**src/rtl/multifunction_barrel_shifter_if.sv**
```systemverilog
// Operand/result bundle for the multifunction barrel shifter.
// The master side drives the operand, shift distance, mode and qualifier.
// The slave side returns the registered result and its flags.
interface multifunction_barrel_shifter_if #(
    parameter int WIDTH = 8,
    parameter int SHW   = $clog2(WIDTH)
);
    logic [WIDTH-1:0] data_in;
    logic [SHW-1:0]   shift_amt;
    logic [1:0]       mode;
    logic             in_valid;
    logic [WIDTH-1:0] data_out;
    logic             out_valid;
    logic             zero;

    modport master (
        output data_in,
        output shift_amt,
        output mode,
        output in_valid,
        input  data_out,
        input  out_valid,
        input  zero
    );

    modport slave (
        input  data_in,
        input  shift_amt,
        input  mode,
        input  in_valid,
        output data_out,
        output out_valid,
        output zero
    );
endinterface

```
**src/rtl/multifunction_barrel_shifter.sv**
```systemverilog
// Registered logarithmic barrel shifter.
// Modes: 00 logical left, 01 logical right, 10 arithmetic right, 11 rotate left.
// The result is registered, so latency is one cycle and throughput is one per cycle.
// WIDTH must be a power of two and at least 2.
module multifunction_barrel_shifter #(
    parameter int WIDTH = 8,
    parameter int SHW   = $clog2(WIDTH)
) (
    input  logic                            clk,
    input  logic                            rst,
    multifunction_barrel_shifter_if.slave   bus
);

    logic             sign_w;
    logic [WIDTH-1:0] result_w;

    // The ASR fill always comes from the original operand's MSB. Each
    // intermediate stage keeps that MSB, so every stage can reuse it.
    assign sign_w = bus.data_in[WIDTH-1];

    // Stage gi moves the word by 2**gi when shift_amt[gi] is set. Every
    // stage applies the same mode-dependent fill or wrap.
    genvar gi;
    generate
        for (gi = 0; gi < SHW; gi++) begin : g_stage
            localparam int S = 1 << gi;
            logic [WIDTH-1:0] in_w;
            logic [WIDTH-1:0] moved_w;
            logic [WIDTH-1:0] out_w;

            if (gi == 0) begin : g_first
                assign in_w = bus.data_in;
            end else begin : g_chain
                assign in_w = g_stage[gi-1].out_w;
            end

            // Fixed-distance shift or rotate for this stage, selected by mode.
            always_comb begin
                moved_w = in_w;
                case (bus.mode)
                    2'b00:   moved_w = {in_w[WIDTH-1-S:0], {S{1'b0}}};
                    2'b01:   moved_w = {{S{1'b0}}, in_w[WIDTH-1:S]};
                    2'b10:   moved_w = {{S{sign_w}}, in_w[WIDTH-1:S]};
                    default: moved_w = {in_w[WIDTH-1-S:0], in_w[WIDTH-1:WIDTH-S]};
                endcase
            end

            assign out_w = bus.shift_amt[gi] ? moved_w : in_w;
        end
    endgenerate

    assign result_w = g_stage[SHW-1].out_w;

    logic [WIDTH-1:0] data_q,  data_d;
    logic             zero_q,  zero_d;
    logic             valid_q, valid_d;

    // Next state: load a new result on an accepted operation, otherwise hold.
    always_comb begin
        data_d  = data_q;
        zero_d  = zero_q;
        valid_d = bus.in_valid;
        if (bus.in_valid) begin
            data_d = result_w;
            zero_d = (result_w == '0);
        end
    end

    // Output registers. An asynchronous reset clears them at once and drops
    // any operation that is in flight.
    always_ff @(posedge clk or posedge rst) begin
        if (rst) begin
            data_q  <= '0;
            zero_q  <= 1'b0;
            valid_q <= 1'b0;
        end else begin
            data_q  <= data_d;
            zero_q  <= zero_d;
            valid_q <= valid_d;
        end
    end

    assign bus.data_out  = data_q;
    assign bus.zero      = zero_q;
    assign bus.out_valid = valid_q;

endmodule

```
**src/flat_wrapper.sv**
```systemverilog
// flat-port wrapper written by rule: the top's interface ports become plain ports
module multifunction_barrel_shifter_flat 
#(
    parameter int WIDTH = 8,
    parameter int SHW   = $clog2(WIDTH)
)
  (clk, rst, bus_data_in, bus_shift_amt, bus_mode, bus_in_valid, bus_data_out, bus_out_valid, bus_zero);
  multifunction_barrel_shifter_if #(.WIDTH(WIDTH), .SHW(SHW)) bus_i ();
  input  logic clk;
  input  logic rst;
  input wire logic [$bits(bus_i.data_in)-1:0] bus_data_in;
  input wire logic [$bits(bus_i.shift_amt)-1:0] bus_shift_amt;
  input wire logic [$bits(bus_i.mode)-1:0] bus_mode;
  input wire logic [$bits(bus_i.in_valid)-1:0] bus_in_valid;
  output wire logic [$bits(bus_i.data_out)-1:0] bus_data_out;
  output wire logic [$bits(bus_i.out_valid)-1:0] bus_out_valid;
  output wire logic [$bits(bus_i.zero)-1:0] bus_zero;
  assign bus_i.data_in = bus_data_in;
  assign bus_i.shift_amt = bus_shift_amt;
  assign bus_i.mode = bus_mode;
  assign bus_i.in_valid = bus_in_valid;
  assign bus_data_out = bus_i.data_out;
  assign bus_out_valid = bus_i.out_valid;
  assign bus_zero = bus_i.zero;
  multifunction_barrel_shifter #(.WIDTH(WIDTH), .SHW(SHW)) u_core (.clk(clk), .rst(rst), .bus(bus_i));
endmodule
```
**config.mk**
```make
export PLATFORM = sky130hd
export DESIGN_NAME = multifunction_barrel_shifter_flat
export DESIGN_NICKNAME = d
export VERILOG_FILES = /design/src/rtl/multifunction_barrel_shifter_if.sv /design/src/rtl/multifunction_barrel_shifter.sv /design/src/flat_wrapper.sv
export SDC_FILE = /design/constraint.sdc
export NUM_CORES = 1
export LEC_CHECK = 0
export CAP_MARGIN = 10
export CORE_UTILIZATION = 40
export CTS_BUF_LIST = sky130_fd_sc_hd__clkbuf_16
export DETAILED_ROUTE_END_ITERATION = 16
export GPL_TIMING_DRIVEN = 0
export PLACE_DENSITY = 0.66
export REMOVE_ABC_BUFFERS = 1
export SLEW_MARGIN = 15
export SYNTH_ARGS = -nofsm -noshare
export SYNTH_HDL_FRONTEND = slang
export SYNTH_SLANG_ARGS = --single-unit
```
**constraint.sdc**
```tcl
create_clock -name clk -period 0.8 [get_ports clk]
set_input_delay 0.16 -clock clk [delete_from_list [all_inputs] [get_ports clk]]
set_output_delay 0.16 -clock clk [all_outputs]
set_load 0.005 [all_outputs]
```
---- After elaboration in Yosys (flattened, before gate mapping) ----
Cells that the tools add are included.
W data, S select, Z words.
storage, ports and cells
  bits in registers ....................... 10
  input bits .............................. 16
  logic and storage cells ................. 13
operators by class
  eq/ne operators ......................... 2
  multiplexer cells ....................... 6
  reduce and logical (&&, ||, !) cells .... 2
operator list
  cell                  count
  $pmux W8 S3           3
  $mux W8               3
  $logic_not A8 Y1      1
  $eq A2 B1 Y1 const B  1
  $eq A2 B2 Y1 const B  1
  $logic_not A2 Y1      1

---- Depth between registers and ports, before layout ----
Gate-level depths: netlist of run 1.
  word-level depth ........................ 8
  gate-level depth with buffers ........... 8

---- Worst setup path after synthesis of run 1 ----
Ideal clock, no wire load.
  kind .................................... input to register
  from .................................... input port bus_mode[1]
  to ...................................... register u_core.zero_q, in the netlist u_core.bus.zero
  data arrival time ....................... 1.675 ns
  setup slack ............................. -0.943 ns
  stages on the path ...................... 7
  path buffers ............................ 1
  cell sequence ........................... buf_4 -> xnor2_2 -> mux4_2 -> nand3_1 -> o2111ai_1 -> a2111oi_2 -> a32o_1
on the way
  word-level cells in the longest chain between the ends .. 8
RTL lines
  item                                        line                                source
  start, declared                             flat_wrapper.sv:13                  input wire logic [$bits(bus_i.mode)-1:0] bus_mode;
  $eq A2 B2 Y1, or another cell as far along  multifunction_barrel_shifter.sv:40  case (bus.mode)
  $pmux W8 S3                                 multifunction_barrel_shifter.sv:40
  $mux W8                                     multifunction_barrel_shifter.sv:48  assign out_w = bus.shift_amt[gi] ? moved_w : in_w;
  $pmux W8 S3                                 multifunction_barrel_shifter.sv:40
  $mux W8                                     multifunction_barrel_shifter.sv:48
  $pmux W8 S3                                 multifunction_barrel_shifter.sv:40
  $mux W8 (*)                                 multifunction_barrel_shifter.sv:48
  $logic_not A8 Y1 (*)                        multifunction_barrel_shifter.sv:65  zero_d = (result_w == '0);
  end signal, assigned                        multifunction_barrel_shifter.sv:78  zero_q <= zero_d;
  end, declared                               multifunction_barrel_shifter.sv:55  logic zero_q, zero_d;
Every way passes the cells marked *; elsewhere a longest branch is shown, timed or not.
A chain may end at the register's enable or synchronous reset.

---- Final worst setup path of run 1 ----
Ends and elaborated chain as after synthesis.

==> results of run 1 <==
## area by class of cell
| cell class | instances | area [µm²] |
|---|---|---|
| Fill cell | 217 | 881 |
| Multi-Input combinational cell | 117 | 995 |
| Clock buffer | 3 | 75.1 |
| Timing Repair Buffer | 57 | 515 |
| Sequential cell | 10 | 250 |
| Clock inverter | 1 | 3.75 |
| Inverter | 6 | 22.5 |
| Tap cell | 31 | 38.8 |
## cells in the mapped netlist, types with 3 or more instances
cell type	instances	area, µm²
nand2_1	16	60.1
mux2i_1	14	140
nor2_1	13	48.8
dfrtp_1	10	250
clkbuf_1	8	30.0
a21oi_1	6	30.0
inv_1	6	22.5
o211ai_1	6	45.0
nand2b_1	5	31.3
nand3b_1	5	37.5
o21ai_0	4	20.0
a21boi_0	3	22.5
a32o_1	3	30.0
buf_2	3	15.0
o221ai_1	3	26.3
## worst paths after layout
| kind | to | startpoint | slack (ps) | cells after the start |
|---|---|---|---|---|
| setup / recovery | u_core.bus.zero | bus_mode[1] | -810 | 8 |
| hold / removal | u_core.bus.out_valid | rst | 200 | 2 |
| setup reg to reg | u_core.bus.data_out[5] | u_core.bus.data_out[5] | -70 | 2 |
| hold reg to reg | u_core.bus.data_out[7] | u_core.bus.data_out[7] | 500 | 1 |
| max in group asynchronous | u_core.bus.data_out[4] | rst | 330 | 2 |
| min in group clk | u_core.bus.data_out[6] | bus_shift_amt[2] | 430 | 3 |
## through the flow
step / power, mW / hold WS [ps]
detailed placement: 1.40 / 462
CTS: 2.45 / 213
global placement: 1.39 / 447
floorplan: 1.01 / 0.178
global route: 2.78 / 255
finish: 2.65 / 199
## routing by layer
metal | GRT usage | up-vias
met2 | 0.435 | 89
met1 | 0.331 | 677
met5 | 0 | -
met3 | 0.0530 | 6
met4 | 0.0488 | 0
li1 | - | 642
## sequential cells by signal (all words and copies together) (netlist names)
signal / flops
u_core.bus.out_valid: 1
u_core.bus.zero: 1
u_core.bus.data_out: 8
## cells by family after synthesis
group / after synthesis
xor gates and xnor gates: 2
AOI/OAI and AO/OA: 44
and+or+nand+nor: 53
DFF: 10
muxes: 18
buffers and inverters: 20
## worst reg2reg max path, delay by kind of cell (launching register included)
| family | cells | cell delay (ps) |
|---|---|---|
| buffers and inverters | 1 | 130 |
| multiplexers | 1 | 260 |
| flip-flops | 1 | 360 |
## what timing repair did
item / CTS / global route
gates cloned: 1 / 0
pin swaps: 8 / 19
gates resized for setup: 124 / 35
buffers inserted: 15 / 18
endpoints found under the setup margin: 20 / 19
## report_power, final
part           total (mW)  switching [mW]  internal (mW)
Sequential          0.599          0.0284          0.571
Combinational        1.18           0.571          0.607
Clock               0.876           0.222          0.654
Total                2.65           0.821           1.83
==> impl_metrics.xml, run 1 <==
<?xml version="1.0" encoding="UTF-8"?>
<metrics>
  <group name="place">
    <metric name="buffer_ports.inserted" unit="">25</metric>
    <metric name="rd_place_congestion" unit="">0.877</metric>
    <metric name="dpl.hpwl" unit="µm">2280</metric>
    <metric name="place_ws" unit="ps">-2470</metric>
    <metric name="numPlacedInstances" unit="">189</metric>
    <metric name="dpl_cell_area" unit="µm²">1400</metric>
  </group>
  <group name="grt">
    <metric name="vias_in_the_first_global_route" unit="">1258</metric>
    <metric name="grt_antenna_before_repair" unit="">0</metric>
    <metric name="grt_pass1_wl" unit="µm">6240</metric>
    <metric name="grtUsageTotal" unit="">0.254</metric>
    <metric name="globalRoute.totalOverflow" unit="">0</metric>
    <metric name="grt_max_degree" unit="">22</metric>
  </group>
  <group name="critical_path">
    <metric name="critical-path-slowest-cell" unit="">o211ai_1</metric>
    <metric name="setup.worst_path.end_class" unit="">register</metric>
    <metric name="crit_path_cells" unit="">buf_12, xnor2_4, buf_8, o21ai_0, o211ai_1, o2111ai_2, a2111oi_4, a32o_1</metric>
    <metric name="critPathMaxFanout" unit="">8</metric>
    <metric name="worst_setup_path_start_kind" unit="">primary input</metric>
    <metric name="cpPeakStageDelay" unit="ps">340</metric>
    <metric name="worst-endpoint-required" unit="ps">970</metric>
    <metric name="cp_data_arrival_time" unit="ps">1780</metric>
    <metric name="criticalPathCategory" unit="">in -&gt; reg</metric>
    <metric name="timing.critical_path.max_delay_family" unit="">compound AO/OA/AOI/OAI gates</metric>
    <metric name="cp_num_buf_inv" unit="">2</metric>
  </group>
  <group name="clock_network">
    <metric name="cts_hold_bufs" unit="">0</metric>
    <metric name="clk-insertion-delay-late" unit="ps">240</metric>
    <metric name="cts_max_path_buffers" unit="">2</metric>
    <metric name="clock-sinks" unit="">10</metric>
    <metric name="numCtsBuffers" unit="">3</metric>
    <metric name="path_clk_slew" unit="ps">40</metric>
    <metric name="root_buffer" unit="">clkbuf_16</metric>
    <metric name="ctsHtreeMaxLevel" unit="">1</metric>
    <metric name="clock_tree_from_tritoncts" unit="">yes</metric>
  </group>
  <group name="route">
    <metric name="route.antenna.remaining_nets" unit="">0</metric>
    <metric name="met1Wirelength" unit="µm">1720</metric>
    <metric name="dr_wl_met3" unit="µm">356</metric>
    <metric name="drt_first_iter_violations" unit="">69</metric>
    <metric name="detail_route.first_pass.iterations" unit="">5</metric>
    <metric name="detailroute.wirelength.met2" unit="µm">2180</metric>
    <metric name="remaining_drc_errors" unit="">0</metric>
    <metric name="routed.top_layer" unit="">met4</metric>
    <metric name="detailroute.via_count" unit="">1414</metric>
    <metric name="route.detailed.vias_per_inst" unit="">6.28</metric>
    <metric name="routedWlPerCell" unit="µm">19.2</metric>
    <metric name="drt-total-wl" unit="µm">4310</metric>
  </group>
  <group name="floorplan">
    <metric name="coreArea" unit="µm²">2780</metric>
    <metric name="fp-row-count" unit="">19</metric>
    <metric name="die_h" unit="µm">56.4</metric>
    <metric name="initial_utilization" unit="">0.426</metric>
    <metric name="die_w" unit="µm">56.4</metric>
    <metric name="die_area" unit="µm²">3180</metric>
    <metric name="boundaryPins" unit="">26</metric>
  </group>
  <group name="timing">
    <metric name="timing.final.ws_setup" unit="ps">-813</metric>
    <metric name="finalSetupViolCount" unit="">19</metric>
    <metric name="worst_pin_slew" unit="ps">572</metric>
    <metric name="grt_setup_unrepaired" unit="">yes</metric>
    <metric name="timing.final.crit_share" unit="">2.02</metric>
    <metric name="highest_clock_rate" unit="MHz">620</metric>
    <metric name="fin_setup_tns" unit="ps">-6080</metric>
    <metric name="final_period_minus_worst_setup_slack" unit="ps">1610</metric>
    <metric name="drv_slew" unit="">0</metric>
    <metric name="maxSlewHeadroom" unit="">0.619</metric>
    <metric name="worst_clock_skew" unit="ps">0</metric>
    <metric name="hold_viol_final" unit="">0</metric>
  </group>
  <group name="yosys">
    <metric name="post_synthesis_cell_area" unit="µm²">1180</metric>
    <metric name="synthesis.area_per_instance" unit="µm²">8.05</metric>
    <metric name="fraction_of_the_yosys_area_taken_by_sequential_cells" unit="">0.211</metric>
    <metric name="dominantRegCellSynth" unit="">dfrtp_1</metric>
    <metric name="postSynthRegisterBits" unit="">10</metric>
    <metric name="synth_area_in_xor_xnor" unit="">0.0275</metric>
    <metric name="ys_types" unit="">45</metric>
    <metric name="yosys_warnings" unit="">0</metric>
    <metric name="synth_top_family_by_area" unit="">compound AO/OA/AOI/OAI gates</metric>
    <metric name="async_flop_share" unit="">1.00</metric>
    <metric name="synth_compound_gate_area_share" unit="">0.277</metric>
    <metric name="synth_enable_flop_cells" unit="">0</metric>
    <metric name="post_synth_mux_area_share" unit="">0.175</metric>
    <metric name="syn_inst" unit="">147</metric>
    <metric name="synth_fa_ha_area_frac" unit="">0</metric>
    <metric name="synth_simple_gate_area_share" unit="">0.226</metric>
  </group>
  <group name="finish">
    <metric name="most_common_cell_after_layout_fill_and_taps_aside" unit="">buf_4</metric>
    <metric name="fin_cells" unit="">225</metric>
    <metric name="nNetsFinal" unit="">211</metric>
    <metric name="n_antenna_cell" unit="">0</metric>
    <metric name="finalInstanceArea" unit="µm²">1900</metric>
    <metric name="final_core_utilization" unit="">0.683</metric>
    <metric name="final_layout_size_suffix_gt1_frac" unit="">0.469</metric>
    <metric name="mostFrequentLayoutCells" unit="">buf_4, buf_2, nand2_1</metric>
    <metric name="synthToLayoutAreaGrowth" unit="%">60.6</metric>
  </group>
  <group name="hold_path">
    <metric name="holdCritPathClass" unit="">in -&gt; async</metric>
  </group>
  <group name="run_status">
    <metric name="run_status" unit="">finished, violations left</metric>
    <metric name="violations_in_the_final_reports" unit="">negative setup slack</metric>
  </group>
  <group name="power_and_ir_drop">
    <metric name="static-leakage-power" unit="nW">0.835</metric>
    <metric name="vdd.ir_drop.worst" unit="µV">1970</metric>
    <metric name="cellPowerDensity" unit="nW/µm²">1400</metric>
  </group>
  <group name="job">
    <metric name="total_of_max_cap_violations" unit="">0</metric>
  </group>
</metrics>
(Power assumes the default switching activity.)
==> run 2, diff against run 1 <==
Settings changed: ABC_CLOCK_PERIOD_IN_PS from default to 800, GPL_TIMING_DRIVEN 0 to default.
==> impl_metrics.xml, run 2 (synthesized netlist as in run 1, its figures left out) <==
<?xml version="1.0" encoding="UTF-8"?>
<metrics>
  <group name="critical_path">
    <metric name="critical-path-slowest-cell" unit="">a2111oi_2</metric>
    <metric name="timing.critical_path.max_delay_family" unit="">compound AO/OA/AOI/OAI gates</metric>
    <metric name="crit_path_cells" unit="">clkdlybuf4s15_2, buf_4, nand2_1, o21ai_0, o21ai_2, o21ai_1, a2111oi_2, a32o_1</metric>
    <metric name="cp_num_buf_inv" unit="">2</metric>
    <metric name="worst-endpoint-required" unit="ps">980</metric>
    <metric name="rr_startpoint" unit="">u_core.bus.data_out[5]</metric>
    <metric name="cp_data_arrival_time" unit="ps">1830</metric>
    <metric name="worst_setup_path_startpoint" unit="">bus_data_in[6]</metric>
    <metric name="setup.worst_path.end_class" unit="">register</metric>
    <metric name="cpPeakStageDelay" unit="ps">400</metric>
    <metric name="worst_setup_path_start_kind" unit="">primary input</metric>
    <metric name="critPathMaxFanout" unit="">4</metric>
    <metric name="criticalPathCategory" unit="">in -&gt; reg</metric>
    <metric name="reg2reg_slack" unit="ps">-60</metric>
  </group>
  <group name="hold_path">
    <metric name="holdCritPathClass" unit="">in -&gt; async</metric>
  </group>
  <group name="finish">
    <metric name="n_fill_cell" unit="">164</metric>
    <metric name="synthToLayoutAreaGrowth" unit="%">85.8</metric>
    <metric name="most_common_cell_after_layout_fill_and_taps_aside" unit="">buf_4</metric>
    <metric name="mostFrequentLayoutCells" unit="">buf_4, buf_6, buf_2</metric>
    <metric name="number_of_flip_flops_under_the_largest_register_name" unit="">8</metric>
    <metric name="final-seq-area" unit="µm²">250</metric>
    <metric name="n_antenna_cell" unit="">0</metric>
    <metric name="nNetsFinal" unit="">246</metric>
    <metric name="area_taken_by_multi_input_logic_gates" unit="µm²">1050</metric>
    <metric name="final_core_utilization" unit="">0.791</metric>
    <metric name="final_layout_size_suffix_gt1_frac" unit="">0.581</metric>
    <metric name="finalInstanceArea" unit="µm²">2200</metric>
  </group>
  <group name="place">
    <metric name="rd_place_congestion" unit="">0.908</metric>
    <metric name="dpl.hpwl" unit="µm">2850</metric>
    <metric name="buffer_ports.inserted" unit="">25</metric>
    <metric name="dpl_cell_area" unit="µm²">1710</metric>
  </group>
  <group name="route">
    <metric name="drt_first_iter_violations" unit="">111</metric>
    <metric name="detail_route.first_pass.iterations" unit="">4</metric>
    <metric name="route.detailed.vias_per_inst" unit="">6.25</metric>
    <metric name="route.antenna.remaining_nets" unit="">0</metric>
    <metric name="remaining_drc_errors" unit="">0</metric>
    <metric name="routedWlPerCell" unit="µm">20.3</metric>
    <metric name="drt-total-wl" unit="µm">5270</metric>
    <metric name="detailroute.via_count" unit="">1625</metric>
  </group>
  <group name="grt">
    <metric name="grt_max_degree" unit="">19</metric>
    <metric name="global_route.usage.met2" unit="">0.541</metric>
    <metric name="grt_pass1_wl" unit="µm">7760</metric>
    <metric name="vias_in_the_first_global_route" unit="">1649</metric>
    <metric name="grtUsageTotal" unit="">0.314</metric>
    <metric name="use_met1" unit="">0.363</metric>
    <metric name="use_met3" unit="">0.0622</metric>
    <metric name="globalRoute.totalOverflow" unit="">0</metric>
    <metric name="grt_antenna_before_repair" unit="">0</metric>
    <metric name="globalRoute.busiestLayer" unit="">met2</metric>
  </group>
  <group name="timing">
    <metric name="grt_setup_unrepaired" unit="">yes</metric>
    <metric name="drv_slew" unit="">0</metric>
    <metric name="worst_clock_skew" unit="ps">0</metric>
    <metric name="hold_viol_final" unit="">0</metric>
    <metric name="highest_clock_rate" unit="MHz">604</metric>
    <metric name="maxSlewHeadroom" unit="">0.740</metric>
    <metric name="timing.final.ws_setup" unit="ps">-857</metric>
    <metric name="final_period_minus_worst_setup_slack" unit="ps">1660</metric>
    <metric name="hold-worst-slack" unit="ps">197</metric>
    <metric name="fin_setup_tns" unit="ps">-6680</metric>
    <metric name="timing.final.crit_share" unit="">2.07</metric>
    <metric name="worst_pin_slew" unit="ps">390</metric>
    <metric name="finalSetupViolCount" unit="">19</metric>
  </group>
  <group name="power_and_ir_drop">
    <metric name="seq_power_share" unit="">0.207</metric>
    <metric name="switching_share" unit="">0.322</metric>
    <metric name="cellPowerDensity" unit="nW/µm²">1320</metric>
    <metric name="static-leakage-power" unit="nW">1.00</metric>
    <metric name="total_switching_power" unit="mW">0.936</metric>
    <metric name="power.clock.fraction" unit="">0.314</metric>
    <metric name="combPwrFrac" unit="">0.479</metric>
    <metric name="vdd.ir_drop.worst" unit="µV">1510</metric>
    <metric name="p_int" unit="mW">1.97</metric>
  </group>
  <group name="clock_network">
    <metric name="numCtsBuffers" unit="">3</metric>
    <metric name="clock_tree_from_tritoncts" unit="">yes</metric>
    <metric name="clock-sinks" unit="">10</metric>
    <metric name="root_buffer" unit="">clkbuf_16</metric>
    <metric name="path_clk_slew" unit="ps">40</metric>
    <metric name="cts_max_path_buffers" unit="">2</metric>
    <metric name="cts_hold_bufs" unit="">0</metric>
    <metric name="ctsHtreeMaxLevel" unit="">1</metric>
    <metric name="clk-insertion-delay-late" unit="ps">240</metric>
  </group>
  <group name="floorplan">
    <metric name="coreArea" unit="µm²">2780</metric>
    <metric name="boundaryPins" unit="">26</metric>
    <metric name="fp-row-count" unit="">19</metric>
    <metric name="die_h" unit="µm">56.4</metric>
    <metric name="die_area" unit="µm²">3180</metric>
    <metric name="initial_utilization" unit="">0.426</metric>
    <metric name="die_w" unit="µm">56.4</metric>
  </group>
  <group name="run_status">
    <metric name="run_status" unit="">finished, violations left</metric>
    <metric name="violations_in_the_final_reports" unit="">negative setup slack</metric>
  </group>
  <group name="job">
    <metric name="total_of_max_cap_violations" unit="">0</metric>
  </group>
</metrics>
run 2: worst paths after layout:
check	endpoint	depth (start not counted)
max in group asynchronous	u_core.bus.data_out[4]	2
max	u_core.bus.zero	8
min reg2reg	u_core.bus.data_out[7]	1
min	u_core.bus.data_out[7]	2
min in group clk	u_core.bus.data_out[7]	1
max reg2reg	u_core.bus.data_out[5]	2
run 2: worst register-to-register path, cell delays in order, from the launching register on:
cell	delay, ps
dfrtp_1	360
buf_4	130
mux2_4	260
run 2: per-stage QoR:
stage,setup WS (ps),total power [mW],std cells
3_5_place_dp,-1510,1.59,230
4_1_cts,-692,2.74,257
6_report,-857,2.91,260
3_3_place_gp,-1440,1.58,230
2_1_floorplan,-1040,1.01,133
5_1_grt,-840,3.02,260
run 2: area by class of cell:
cell class              count  share of cell area
clock inverters             1             0.00171
clock buffers               3              0.0341
multi-input cells         117               0.479
flip-flops and latches     10               0.114
inverters                   6              0.0102
repair buffers             92               0.344
well taps                  31              0.0176
run 2: what timing repair did:
item / CTS / global route
buffers inserted: 26 / 9
endpoints found under the setup margin: 19 / 19
gates resized for setup: 140 / 18
pin swaps: 28 / 11
gates cloned: 2 / 0
run 2: power groups by stage:
stage / registers (mW) / clock network, mW / logic (mW)
after floorplan: 0.614 / 0 / 0.397
after global placement: 0.605 / 0 / 0.971
after detailed placement: 0.611 / 0 / 0.983
after CTS: 0.600 / 0.923 / 1.22
after global routing: 0.605 / 0.952 / 1.46
final: 0.601 / 0.913 / 1.39
run 2: routing by layer:
| layer | vias to the layer above | share of wire |
|---|---|---|
| li1 | 716 | - |
| met1 | 776 | 0.39 |
| met2 | 97 | 0.49 |
| met3 | 36 | 0.067 |
| met4 | 0 | 0.058 |
| met5 | - | 0 |
==> run 3, diff against run 2 <==
Settings changed: CORE_MARGIN from default to 5.
==> impl_metrics.xml, run 3 (synthesized netlist as in run 1, its figures left out) <==
<?xml version="1.0" encoding="UTF-8"?>
<metrics>
  <group name="place">
    <metric name="rd_place_congestion" unit="">1.02</metric>
    <metric name="numPlacedInstances" unit="">230</metric>
    <metric name="buffer_ports.inserted" unit="">25</metric>
    <metric name="dpl.hpwl" unit="µm">3120</metric>
    <metric name="place_ws" unit="ps">-1530</metric>
  </group>
  <group name="clock_network">
    <metric name="clock-sinks" unit="">10</metric>
    <metric name="ctsHtreeMaxLevel" unit="">1</metric>
    <metric name="clock_tree_from_tritoncts" unit="">yes</metric>
    <metric name="root_buffer" unit="">clkbuf_16</metric>
    <metric name="path_clk_slew" unit="ps">50</metric>
    <metric name="clk-insertion-delay-late" unit="ps">240</metric>
    <metric name="numCtsBuffers" unit="">3</metric>
    <metric name="cts_max_path_buffers" unit="">2</metric>
  </group>
  <group name="route">
    <metric name="detail_route.first_pass.iterations" unit="">5</metric>
    <metric name="route.antenna.remaining_nets" unit="">0</metric>
    <metric name="remaining_drc_errors" unit="">0</metric>
    <metric name="drt_first_iter_violations" unit="">241</metric>
    <metric name="detailroute.via_count" unit="">1695</metric>
    <metric name="route.detailed.vias_per_inst" unit="">6.54</metric>
    <metric name="routedWlPerCell" unit="µm">22.9</metric>
    <metric name="drt-total-wl" unit="µm">5920</metric>
  </group>
  <group name="job">
    <metric name="total_of_max_cap_violations" unit="">0</metric>
  </group>
  <group name="timing">
    <metric name="hold_viol_final" unit="">0</metric>
    <metric name="worst_clock_skew" unit="ps">0</metric>
    <metric name="drv_slew" unit="">0</metric>
    <metric name="timing.final.ws_setup" unit="ps">-745</metric>
    <metric name="grt_setup_unrepaired" unit="">yes</metric>
    <metric name="maxSlewHeadroom" unit="">0.714</metric>
    <metric name="fin_setup_tns" unit="ps">-6660</metric>
    <metric name="worst_pin_slew" unit="ps">429</metric>
    <metric name="finalSetupViolCount" unit="">19</metric>
    <metric name="final_period_minus_worst_setup_slack" unit="ps">1550</metric>
    <metric name="highest_clock_rate" unit="MHz">647</metric>
    <metric name="timing.final.crit_share" unit="">1.93</metric>
  </group>
  <group name="finish">
    <metric name="nNetsFinal" unit="">245</metric>
    <metric name="n_fill_cell" unit="">154</metric>
    <metric name="fin_cells" unit="">259</metric>
    <metric name="synthToLayoutAreaGrowth" unit="%">91.1</metric>
    <metric name="mostFrequentLayoutCells" unit="">buf_4, nand2_1, buf_2</metric>
    <metric name="n_antenna_cell" unit="">0</metric>
    <metric name="final_layout_size_suffix_gt1_frac" unit="">0.596</metric>
    <metric name="final_core_utilization" unit="">0.806</metric>
    <metric name="number_of_flip_flops_under_the_largest_register_name" unit="">8</metric>
    <metric name="most_common_cell_after_layout_fill_and_taps_aside" unit="">buf_4</metric>
  </group>
  <group name="critical_path">
    <metric name="rr_worst_depth" unit="">2</metric>
    <metric name="cp_data_arrival_time" unit="ps">1680</metric>
    <metric name="setup.worst_path.end_class" unit="">register</metric>
    <metric name="criticalPathCategory" unit="">in -&gt; reg</metric>
    <metric name="worst-endpoint-required" unit="ps">940</metric>
    <metric name="worst_setup_path_start_kind" unit="">primary input</metric>
    <metric name="critPathMaxFanout" unit="">10</metric>
  </group>
  <group name="grt">
    <metric name="globalRoute.totalOverflow" unit="">0</metric>
    <metric name="grt_antenna_before_repair" unit="">0</metric>
    <metric name="grtUsageTotal" unit="">0.271</metric>
    <metric name="vias_in_the_first_global_route" unit="">1656</metric>
    <metric name="grt_max_degree" unit="">12</metric>
    <metric name="grt_pass1_wl" unit="µm">8660</metric>
  </group>
  <group name="run_status">
    <metric name="run_status" unit="">finished, violations left</metric>
    <metric name="violations_in_the_final_reports" unit="">negative setup slack</metric>
  </group>
  <group name="floorplan">
    <metric name="coreArea" unit="µm²">2810</metric>
    <metric name="initial_utilization" unit="">0.422</metric>
    <metric name="die_w" unit="µm">64.4</metric>
    <metric name="fp-row-count" unit="">19</metric>
    <metric name="boundaryPins" unit="">26</metric>
    <metric name="die_h" unit="µm">64.4</metric>
    <metric name="die_area" unit="µm²">4150</metric>
  </group>
  <group name="power_and_ir_drop">
    <metric name="vdd.ir_drop.worst" unit="µV">1250</metric>
    <metric name="static-leakage-power" unit="nW">1.02</metric>
    <metric name="cellPowerDensity" unit="nW/µm²">1330</metric>
  </group>
  <group name="hold_path">
    <metric name="holdCritPathClass" unit="">in -&gt; async</metric>
  </group>
</metrics>
[run 3: cell count changes in the layout (fill, tap and decap cells not counted), moves of 2 or more]
cell,delta
a21boi_2,+2
a21oi_1,-2
a21oi_2,+2
buf_12,+2
buf_16,+2
buf_2,-2
buf_4,-3
buf_6,-3
mux2i_2,+2
[run 3: layer usage]
metal / up-vias / part of all wire / track usage / routed length, µm
met1: 799 / 0.36 / 0.342 / 2160
met4: 0 / 0.050 / 0.132 / 295
met3: 35 / 0.11 / 0.0490 / 677
met5: - / 0 / 0 / 0
met2: 152 / 0.47 / 0.445 / 2790
li1: 709 / - / - / -
[run 3: through the flow]
step / power [mW] / cell area (µm²) / hold WS [ps]
after floorplan: 1.01 / 1110 / 0.178
after global placement: 1.59 / 1710 / 446
after detailed placement: 1.61 / 1710 / 457
after CTS: 2.71 / 2110 / 205
after global routing: 3.10 / 2260 / 251
final: 3.01 / 2260 / 203
[run 3: final cells by class]
class	instances	area, µm²	share of cell area
Tap cell	31	38.8	0.0171
Inverter	6	22.5	0.00996
Multi-Input combinational cell	117	1060	0.467
Timing Repair Buffer	91	816	0.361
Clock inverter	1	3.75	0.00166
Sequential cell	10	250	0.111
Clock buffer	3	75.1	0.0332
[run 3: report_power, final]
group | total (mW) | internal, mW | switching [mW] | leakage [nW]
registers | 0.604 | 0.570 | 0.0342 | 0.120
logic | 1.45 | 0.764 | 0.689 | 0.864
clock network | 0.956 | 0.661 | 0.295 | 0.0385
[run 3: timing repair]
action,in CTS,in global routing
endpoints found under the setup margin,20,19
setup buffers,16,7
hold buffers,0,0
gates cloned,2,0
pin swaps,20,6
gates resized for setup,136,33
[run 3: critical path, stage by stage]
cell and delay, ps:
buf_12 110, xnor2_4 200, buf_8 170, nand2_1 70, and4_2 270, o311ai_2 330, a2111oi_2 80, a32o_2 280
[run 3: final timing paths]
kind                                           to                    from  slack, ps
setup / recovery                  u_core.bus.zero             bus_mode[0]       -750
hold / removal               u_core.bus.out_valid                     rst        200
setup reg to reg           u_core.bus.data_out[5]  u_core.bus.data_out[5]       -120
hold reg to reg            u_core.bus.data_out[4]  u_core.bus.data_out[4]        510
max in group asynchronous  u_core.bus.data_out[4]                     rst        290
min in group clk           u_core.bus.data_out[6]            bus_in_valid        470
